===== config.mk =====
export PLATFORM = sky130hd
export DESIGN_NAME = mem_access_flat
export DESIGN_NICKNAME = d
export VERILOG_FILES = /design/src/rtl/mem_access_pkg.sv /design/src/rtl/mem_access_if.sv /design/src/rtl/mem_lane_align.sv /design/src/rtl/mem_access.sv /design/src/flat_wrapper.sv
export SDC_FILE = /design/constraint.sdc
export NUM_CORES = 1
export LEC_CHECK = 0
export BUFFER_PORTS_ARGS = -buffer_cell sky130_fd_sc_hd__buf_2
export CAP_MARGIN = 30
export CORE_MARGIN = 1
export CORE_UTILIZATION = 35
export DETAILED_ROUTE_END_ITERATION = 8
export GPL_ROUTABILITY_DRIVEN = 0
export PLACE_DENSITY = 0.56
export RECOVER_POWER = 100
export SYNTH_ARGS = -nofsm -noshare
export SYNTH_HDL_FRONTEND = slang
export SYNTH_SLANG_ARGS = --single-unit

===== constraint.sdc =====
create_clock -name clk -period 4.5 [get_ports clk]
set_input_delay 0.675 -clock clk [delete_from_list [all_inputs] [get_ports clk]]
set_output_delay 0.675 -clock clk [all_outputs]
set_load 0.05 [all_outputs]

===== src/rtl/mem_access_pkg.sv =====
// Shared types and helpers for the memory-access stage: op codes, FSM states,
// reset constants and op classification functions.
package mem_access_pkg;

  typedef enum logic [3:0] {
    NONE = 4'd0,
    LB   = 4'd1,
    LBU  = 4'd2,
    LH   = 4'd3,
    LHU  = 4'd4,
    LW   = 4'd5,
    SB   = 4'd6,
    SH   = 4'd7,
    SW   = 4'd8
  } mem_op_e;

  typedef enum logic {
    IDLE = 1'b0,
    BUS  = 1'b1
  } state_e;

  localparam logic [31:0] ZERO_WORD = 32'h0000_0000;
  localparam logic [4:0]  NOP_REG   = 5'd0;

  function automatic logic op_is_mem(input mem_op_e op);
    case (op)
      LB, LBU, LH, LHU, LW, SB, SH, SW: return 1'b1;
      default:                          return 1'b0;
    endcase
  endfunction

  function automatic logic op_is_store(input mem_op_e op);
    case (op)
      SB, SH, SW: return 1'b1;
      default:    return 1'b0;
    endcase
  endfunction

  function automatic logic op_misaligned(input mem_op_e op, input logic [1:0] addr);
    case (op)
      LH, LHU, SH: return addr[0];
      LW, SW:      return (addr != 2'b00);
      default:     return 1'b0;
    endcase
  endfunction

endpackage


===== src/rtl/mem_access_if.sv =====
// Data-memory bus between the memory-access stage (master) and the memory (slave).
interface mem_access_if #(
  parameter int ADDR_W = 32,
  parameter int DATA_W = 32
);
  logic              mem_req;
  logic              mem_we;
  logic [ADDR_W-1:0] mem_addr;
  logic [3:0]        mem_sel;
  logic [DATA_W-1:0] mem_wdata;
  logic              mem_ack;
  logic [DATA_W-1:0] mem_rdata;

  modport master (
    output mem_req, mem_we, mem_addr, mem_sel, mem_wdata,
    input  mem_ack, mem_rdata
  );

  modport slave (
    input  mem_req, mem_we, mem_addr, mem_sel, mem_wdata,
    output mem_ack, mem_rdata
  );
endinterface


===== src/rtl/mem_lane_align.sv =====
// Big-endian byte-lane logic shared by loads and stores: lane select,
// store replication and load extraction with sign/zero extension.
module mem_lane_align
  import mem_access_pkg::*;
(
  input  mem_op_e     op_i,
  input  logic [1:0]  addr_i,
  input  logic [31:0] store_data_i,
  input  logic [31:0] load_data_i,
  output logic [3:0]  sel_o,
  output logic [31:0] store_data_o,
  output logic [31:0] load_data_o
);

  logic [7:0]  byte_s;
  logic [15:0] half_s;

  // Lane 0 is the most significant byte.
  always_comb begin
    byte_s = 8'h00;
    case (addr_i)
      2'd0:    byte_s = load_data_i[31:24];
      2'd1:    byte_s = load_data_i[23:16];
      2'd2:    byte_s = load_data_i[15:8];
      2'd3:    byte_s = load_data_i[7:0];
      default: byte_s = 8'h00;
    endcase
    if (addr_i[1]) begin
      half_s = load_data_i[15:0];
    end else begin
      half_s = load_data_i[31:16];
    end
  end

  always_comb begin
    sel_o        = 4'b0000;
    store_data_o = ZERO_WORD;
    load_data_o  = ZERO_WORD;
    case (op_i)
      LB: begin
        sel_o       = 4'b1000 >> addr_i;
        load_data_o = {{24{byte_s[7]}}, byte_s};
      end
      LBU: begin
        sel_o       = 4'b1000 >> addr_i;
        load_data_o = {24'h00_0000, byte_s};
      end
      SB: begin
        sel_o        = 4'b1000 >> addr_i;
        store_data_o = {4{store_data_i[7:0]}};
      end
      LH: begin
        sel_o       = addr_i[1] ? 4'b0011 : 4'b1100;
        load_data_o = {{16{half_s[15]}}, half_s};
      end
      LHU: begin
        sel_o       = addr_i[1] ? 4'b0011 : 4'b1100;
        load_data_o = {16'h0000, half_s};
      end
      SH: begin
        sel_o        = addr_i[1] ? 4'b0011 : 4'b1100;
        store_data_o = {2{store_data_i[15:0]}};
      end
      LW: begin
        sel_o       = 4'b1111;
        load_data_o = load_data_i;
      end
      SW: begin
        sel_o        = 4'b1111;
        store_data_o = store_data_i;
      end
      default: begin
        sel_o = 4'b0000;
      end
    endcase
  end

endmodule


===== src/rtl/mem_access.sv =====
// Memory-access pipeline stage: passes ALU results through, runs loads/stores
// on the data-memory bus with upstream stall, flags misaligned accesses.
module mem_access
  import mem_access_pkg::*;
#(
  parameter int DATA_W = 32,
  parameter int ADDR_W = 32,
  parameter int REG_AW = 5
) (
  input  logic              clk,
  input  logic              rst,
  input  logic              valid_i,
  input  logic [REG_AW-1:0] wd_i,
  input  logic              wreg_i,
  input  logic [DATA_W-1:0] wdata_i,
  input  mem_op_e           mem_op_i,
  input  logic [ADDR_W-1:0] mem_addr_i,
  input  logic [DATA_W-1:0] store_data_i,
  input  logic              flush_i,
  output logic              valid_o,
  output logic [REG_AW-1:0] wd_o,
  output logic              wreg_o,
  output logic [DATA_W-1:0] wdata_o,
  output logic              misalign_o,
  output logic [ADDR_W-1:0] badaddr_o,
  output logic              stall_req_o,
  mem_access_if.master      bus
);

  state_e            state_q, state_d;
  logic              valid_q, valid_d;
  logic [REG_AW-1:0] wd_q, wd_d;
  logic              wreg_q, wreg_d;
  logic [DATA_W-1:0] wdata_q, wdata_d;
  logic              misalign_q, misalign_d;
  logic [ADDR_W-1:0] badaddr_q, badaddr_d;
  mem_op_e           op_q, op_d;
  logic [ADDR_W-1:0] addr_q, addr_d;
  logic [DATA_W-1:0] sdata_q, sdata_d;
  logic [REG_AW-1:0] hwd_q, hwd_d;
  logic              flush_q, flush_d;
  logic              stall_s, busy_s, flush_any_s;
  logic [3:0]        sel_s;
  logic [31:0]       st_data_s, ld_data_s;

  mem_lane_align u_lane (
    .op_i         (op_q),
    .addr_i       (addr_q[1:0]),
    .store_data_i (sdata_q),
    .load_data_i  (bus.mem_rdata),
    .sel_o        (sel_s),
    .store_data_o (st_data_s),
    .load_data_o  (ld_data_s)
  );

  assign busy_s        = (state_q == BUS);
  assign flush_any_s   = flush_q | flush_i;
  assign bus.mem_req   = busy_s;
  assign bus.mem_we    = busy_s & op_is_store(op_q);
  assign bus.mem_addr  = busy_s ? {addr_q[ADDR_W-1:2], 2'b00} : {ADDR_W{1'b0}};
  assign bus.mem_sel   = busy_s ? sel_s : 4'b0000;
  assign bus.mem_wdata = busy_s ? st_data_s : ZERO_WORD;

  assign valid_o     = valid_q;
  assign wd_o        = wd_q;
  assign wreg_o      = wreg_q;
  assign wdata_o     = wdata_q;
  assign misalign_o  = misalign_q;
  assign badaddr_o   = badaddr_q;
  assign stall_req_o = stall_s;

  // Next-state, writeback bundle and stall decision.
  always_comb begin
    state_d    = state_q;
    valid_d    = valid_q;
    wd_d       = wd_q;
    wreg_d     = wreg_q;
    wdata_d    = wdata_q;
    misalign_d = 1'b0;
    badaddr_d  = badaddr_q;
    op_d       = op_q;
    addr_d     = addr_q;
    sdata_d    = sdata_q;
    hwd_d      = hwd_q;
    flush_d    = flush_q;
    stall_s    = 1'b0;
    case (state_q)
      IDLE: begin
        if (!valid_i || flush_i) begin
          valid_d = 1'b0;
          wreg_d  = 1'b0;
        end else if (!op_is_mem(mem_op_i)) begin
          valid_d = 1'b1;
          wd_d    = wd_i;
          wreg_d  = wreg_i;
          wdata_d = wdata_i;
        end else if (op_misaligned(mem_op_i, mem_addr_i[1:0])) begin
          valid_d    = 1'b1;
          wreg_d     = 1'b0;
          wd_d       = wd_i;
          misalign_d = 1'b1;
          badaddr_d  = mem_addr_i;
        end else begin
          valid_d = 1'b0;
          wreg_d  = 1'b0;
          op_d    = mem_op_i;
          addr_d  = mem_addr_i;
          sdata_d = store_data_i;
          hwd_d   = wd_i;
          flush_d = 1'b0;
          stall_s = 1'b1;
          state_d = BUS;
        end
      end
      BUS: begin
        stall_s = ~bus.mem_ack;
        if (bus.mem_ack) begin
          state_d = IDLE;
          valid_d = ~flush_any_s;
          wd_d    = hwd_q;
          wdata_d = ld_data_s;
          flush_d = 1'b0;
          if (op_is_store(op_q)) begin
            wreg_d = 1'b0;
          end else begin
            wreg_d = ~flush_any_s;
          end
        end else begin
          valid_d = 1'b0;
          wreg_d  = 1'b0;
          flush_d = flush_any_s;
        end
      end
      default: begin
        state_d = IDLE;
        valid_d = 1'b0;
        wreg_d  = 1'b0;
      end
    endcase
  end

  // State and output registers; reset abandons any outstanding transaction.
  always_ff @(posedge clk or negedge rst) begin
    if (!rst) begin
      state_q    <= IDLE;
      valid_q    <= 1'b0;
      wd_q       <= NOP_REG;
      wreg_q     <= 1'b0;
      wdata_q    <= ZERO_WORD;
      misalign_q <= 1'b0;
      badaddr_q  <= {ADDR_W{1'b0}};
      op_q       <= NONE;
      addr_q     <= {ADDR_W{1'b0}};
      sdata_q    <= ZERO_WORD;
      hwd_q      <= NOP_REG;
      flush_q    <= 1'b0;
    end else begin
      state_q    <= state_d;
      valid_q    <= valid_d;
      wd_q       <= wd_d;
      wreg_q     <= wreg_d;
      wdata_q    <= wdata_d;
      misalign_q <= misalign_d;
      badaddr_q  <= badaddr_d;
      op_q       <= op_d;
      addr_q     <= addr_d;
      sdata_q    <= sdata_d;
      hwd_q      <= hwd_d;
      flush_q    <= flush_d;
    end
  end

endmodule


===== src/flat_wrapper.sv =====
// flat-port wrapper written by rule: the top's interface ports become plain ports
module mem_access_flat import mem_access_pkg::*;
#(
  parameter int DATA_W = 32,
  parameter int ADDR_W = 32,
  parameter int REG_AW = 5
)
  (clk, rst, valid_i, wd_i, wreg_i, wdata_i, mem_op_i, mem_addr_i, store_data_i, flush_i, valid_o, wd_o, wreg_o, wdata_o, misalign_o, badaddr_o, stall_req_o, bus_mem_req, bus_mem_we, bus_mem_addr, bus_mem_sel, bus_mem_wdata, bus_mem_ack, bus_mem_rdata);
  mem_access_if #(.ADDR_W(ADDR_W), .DATA_W(DATA_W)) bus_i ();
  input  logic clk;
  input  logic rst;
  input  logic valid_i;
  input  logic [REG_AW-1:0] wd_i;
  input  logic wreg_i;
  input  logic [DATA_W-1:0] wdata_i;
  input  mem_op_e mem_op_i;
  input  logic [ADDR_W-1:0] mem_addr_i;
  input  logic [DATA_W-1:0] store_data_i;
  input  logic flush_i;
  output logic valid_o;
  output logic [REG_AW-1:0] wd_o;
  output logic wreg_o;
  output logic [DATA_W-1:0] wdata_o;
  output logic misalign_o;
  output logic [ADDR_W-1:0] badaddr_o;
  output logic stall_req_o;
  output wire logic [$bits(bus_i.mem_req)-1:0] bus_mem_req;
  output wire logic [$bits(bus_i.mem_we)-1:0] bus_mem_we;
  output wire logic [$bits(bus_i.mem_addr)-1:0] bus_mem_addr;
  output wire logic [$bits(bus_i.mem_sel)-1:0] bus_mem_sel;
  output wire logic [$bits(bus_i.mem_wdata)-1:0] bus_mem_wdata;
  input wire logic [$bits(bus_i.mem_ack)-1:0] bus_mem_ack;
  input wire logic [$bits(bus_i.mem_rdata)-1:0] bus_mem_rdata;
  assign bus_mem_req = bus_i.mem_req;
  assign bus_mem_we = bus_i.mem_we;
  assign bus_mem_addr = bus_i.mem_addr;
  assign bus_mem_sel = bus_i.mem_sel;
  assign bus_mem_wdata = bus_i.mem_wdata;
  assign bus_i.mem_ack = bus_mem_ack;
  assign bus_i.mem_rdata = bus_mem_rdata;
  mem_access #(.DATA_W(DATA_W), .ADDR_W(ADDR_W), .REG_AW(REG_AW)) u_core (.clk(clk), .rst(rst), .valid_i(valid_i), .wd_i(wd_i), .wreg_i(wreg_i), .wdata_i(wdata_i), .mem_op_i(mem_op_i), .mem_addr_i(mem_addr_i), .store_data_i(store_data_i), .flush_i(flush_i), .valid_o(valid_o), .wd_o(wd_o), .wreg_o(wreg_o), .wdata_o(wdata_o), .misalign_o(misalign_o), .badaddr_o(badaddr_o), .stall_req_o(stall_req_o), .bus(bus_i));
endmodule

==> flow_summary.toml <==
[floorplan]
dieArea_mm2 = 0.0230
initial_core_util_pct = 35.9
io_pins = 286
die_y_um = 152
die_w_um = 152
core_mm2 = 0.0219
placementRows = 54

[grt]
antenna_found_initial = 1
gr-total-overflow = 0
grt_max_degree = 101
grt_usage_pct = 19.6
grt_pass1_vias = 6224
grt_pass1_wl_um = 35900

[final_layout]
area_delta_synth_final_pct = 22.5
final_cells = 1227
drive_gt1_share_pct = 27.6
fin_util_pct = 43.9
fin_nets = 1076

[run]
max_cap_viol_count = 3

[route]
drc = 0
first_pass_iters = 4
post_drt_wl_per_cell_um = 18.3
viasPerCell = 5.04
postRouteAntennaNets = 0
via_count = 6185
drtIter0Drc = 365
wirelength_um = 22500

[timing]
finClkSkew_ns = 0.00779
finalHoldViolations = 0
setup_violations = 0
fin_setup_tns_ns = 0
worst_pin_slew_ns = 1.99
relSlewSlack_pct = -32.9
finalCritPeriodShare_pct = 84.0
fin_ws_ns = 0.720
final_max_slew_viol_count = 140
max_freq_mhz = 265
period_needed_ns = 3.78
rsz0062_at_grt = "no"

[synth]
yosysWarnings = 0
syn_area_mm2 = 0.00786
syn_inst = 663
synth_edf_count = 0
ys_seq_area_share_pct = 46.8
ys.flop_type = "dfrtp_1"
synth_top_area_cell = "dfrtp_1"
ys_types = 62
synth_most_common_cell = "dfrtp_1"
syn_avg_cell_area_um2 = 11.8
yosys-top-cells-area = "dfrtp_1 47%, mux2_4 9.2%, mux2_2 8.6%, mux2_1 4.2%, and2_1 3.1%"
synthArstFlopShare_pct = 100
ys_ff_latch = 147
synthTopCellsByCount = "147 x dfrtp_1, 60 x mux2_2, 58 x nand2_1"
synth_top_cell_area_share_pct = 46.8

[placement]
dp.cells = 1193
numPortBuffers = 283
dp.final_hpwl_um = 16100
pre_cts_ws_ns = 1.28

[clock_tree]
clockRootBuffer = "clkbuf_16"
postCtsSetupRepairBufs = 0
cts_tree = "built"
cts.sinks = 147
clock_latency_ns = 0.42
ctsResizeCount = 0
cts_buffers = 17
cts_hold_buf = 0
htree_levels = 4
clk_pin_slew_ns = 0.07
clock_path_buffers = 2

[worst_hold_path]
worstHoldPathType = "in2reg"

[power]
leakage_nw = 4.03
peakVddDrop_uv = 243
power_mw = 5.48
powerDensity_mw_per_mm2 = 570

[critical_path]
worstSetupEndpointType = "output port"
path_max_fanout = 30
ff2ff_setup_slack_ns = 0.92
worst_ep_arrival_time_ns = 3.10
worstSetupPathType = "reg2out"
startpoint_type = "flip-flop"
cp.required_ns = 3.83

[run_status]
status = "complete, but fails checks"
violations = "capacitance limit, slew limit"
area by class of cell:
class,count,area (um2)
fill,2251,12300
clock buffer,17,425
tap,280,350
inverter,5,18.8
clock inverter,15,165
timing repair buffer,300,1340
antenna,1,2.50
sequential,147,3680
multi-input combinational,462,3630
power breakdown:
group / leakage [nW] / total (mW) / switching (mW) / internal (mW)
clock: 0.289 / 1.43 / 0.640 / 0.790
combinational: 1.98 / 2.03 / 1.42 / 0.605
sequential: 1.76 / 2.03 / 0.303 / 1.73
worst paths after layout:
kind                                     from                end  depth (start not counted)
max                            u_core.op_q[0]     bus_mem_sel[2]                          6
min in group asynchronous                 rst  u_core.misalign_o                          1
max reg2reg                u_core.bus.mem_req  u_core.wdata_o[6]                          7
min reg2reg                 u_core.addr_q[12]  u_core.addr_q[12]                          1
max in group asynchronous                 rst  u_core.sdata_q[9]                          3
min                                   flush_i     u_core.valid_o                          2
metal layers:
metal  track usage, %  part of all wire (%)
met5                0                     0
met4             5.62                   1.4
met3             5.19                   5.7
met2             29.2                    45
met1             27.8                    48
registers in the layout, indices dropped and copies added (netlist names):
register	cells
u_core.op_q	4
u_core.badaddr_o	32
u_core.valid_o	1
u_core.wreg_o	1
u_core.wd_o	5
u_core.misalign_o	1
u_core.bus.mem_req	1
u_core.sdata_q	32
u_core.wdata_o	32
u_core.flush_q	1
u_core.addr_q	32
u_core.hwd_q	5
through the flow:
step / instance area (um2) / hold WS, ns
6_report: 9620 / 0.473
2_1_floorplan: 7860 / 0.379
4_1_cts: 10000 / 0.398
5_1_grt: 9620 / 0.446
3_5_place_dp: 9430 / 0.470
3_3_place_gp: 9410 / 0.459
kinds of logic after synthesis:
logic type | share of synthesized area, %
fa+ha+maj | 0.127
other cells | 0.0477
buf+inv | 4.65
compound gates | 13.9
xor+xnor | 0.112
simple gates | 11.7
flops | 46.8
mux | 22.6
cells in the final DEF (no fill, tap or decap), types with 3 or more instances in the layout:
master / netlist / final
a2111o_1: 8 / 8
a21boi_0: 16 / 16
a21oi_1: 21 / 22
a221oi_1: 7 / 7
a22oi_1: 8 / 8
and2_1: 39 / 39
buf_2: 10 / 144
buf_4: 7 / 9
clkbuf_1: 18 / 145
clkbuf_16: 0 / 17
clkinv_4: 0 / 3
dfrtp_1: 147 / 146
inv_1: 5 / 5
inv_6: 0 / 4
inv_8: 0 / 4
mux2_1: 29 / 75
mux2_2: 60 / 60
mux2i_1: 3 / 3
nand2_1: 58 / 58
nand3b_1: 3 / 3
nor2_1: 25 / 26
nor2b_1: 21 / 21
nor3_1: 3 / 3
nor4_1: 3 / 3
o211ai_1: 4 / 4
o21a_1: 5 / 5
o21ai_0: 18 / 19
o22a_1: 24 / 24
o2bb2ai_1: 16 / 16
critical path, stage by stage, from the launching register on:
cell,delay [ns]
dfrtp_1,0.70
nor4b_1,0.43
buf_4,0.38
o21a_1,0.32
nand2b_1,0.23
o21a_1,0.16
clkbuf_1,0.47
No activity file was read; power rests on OpenSTA's default activity.
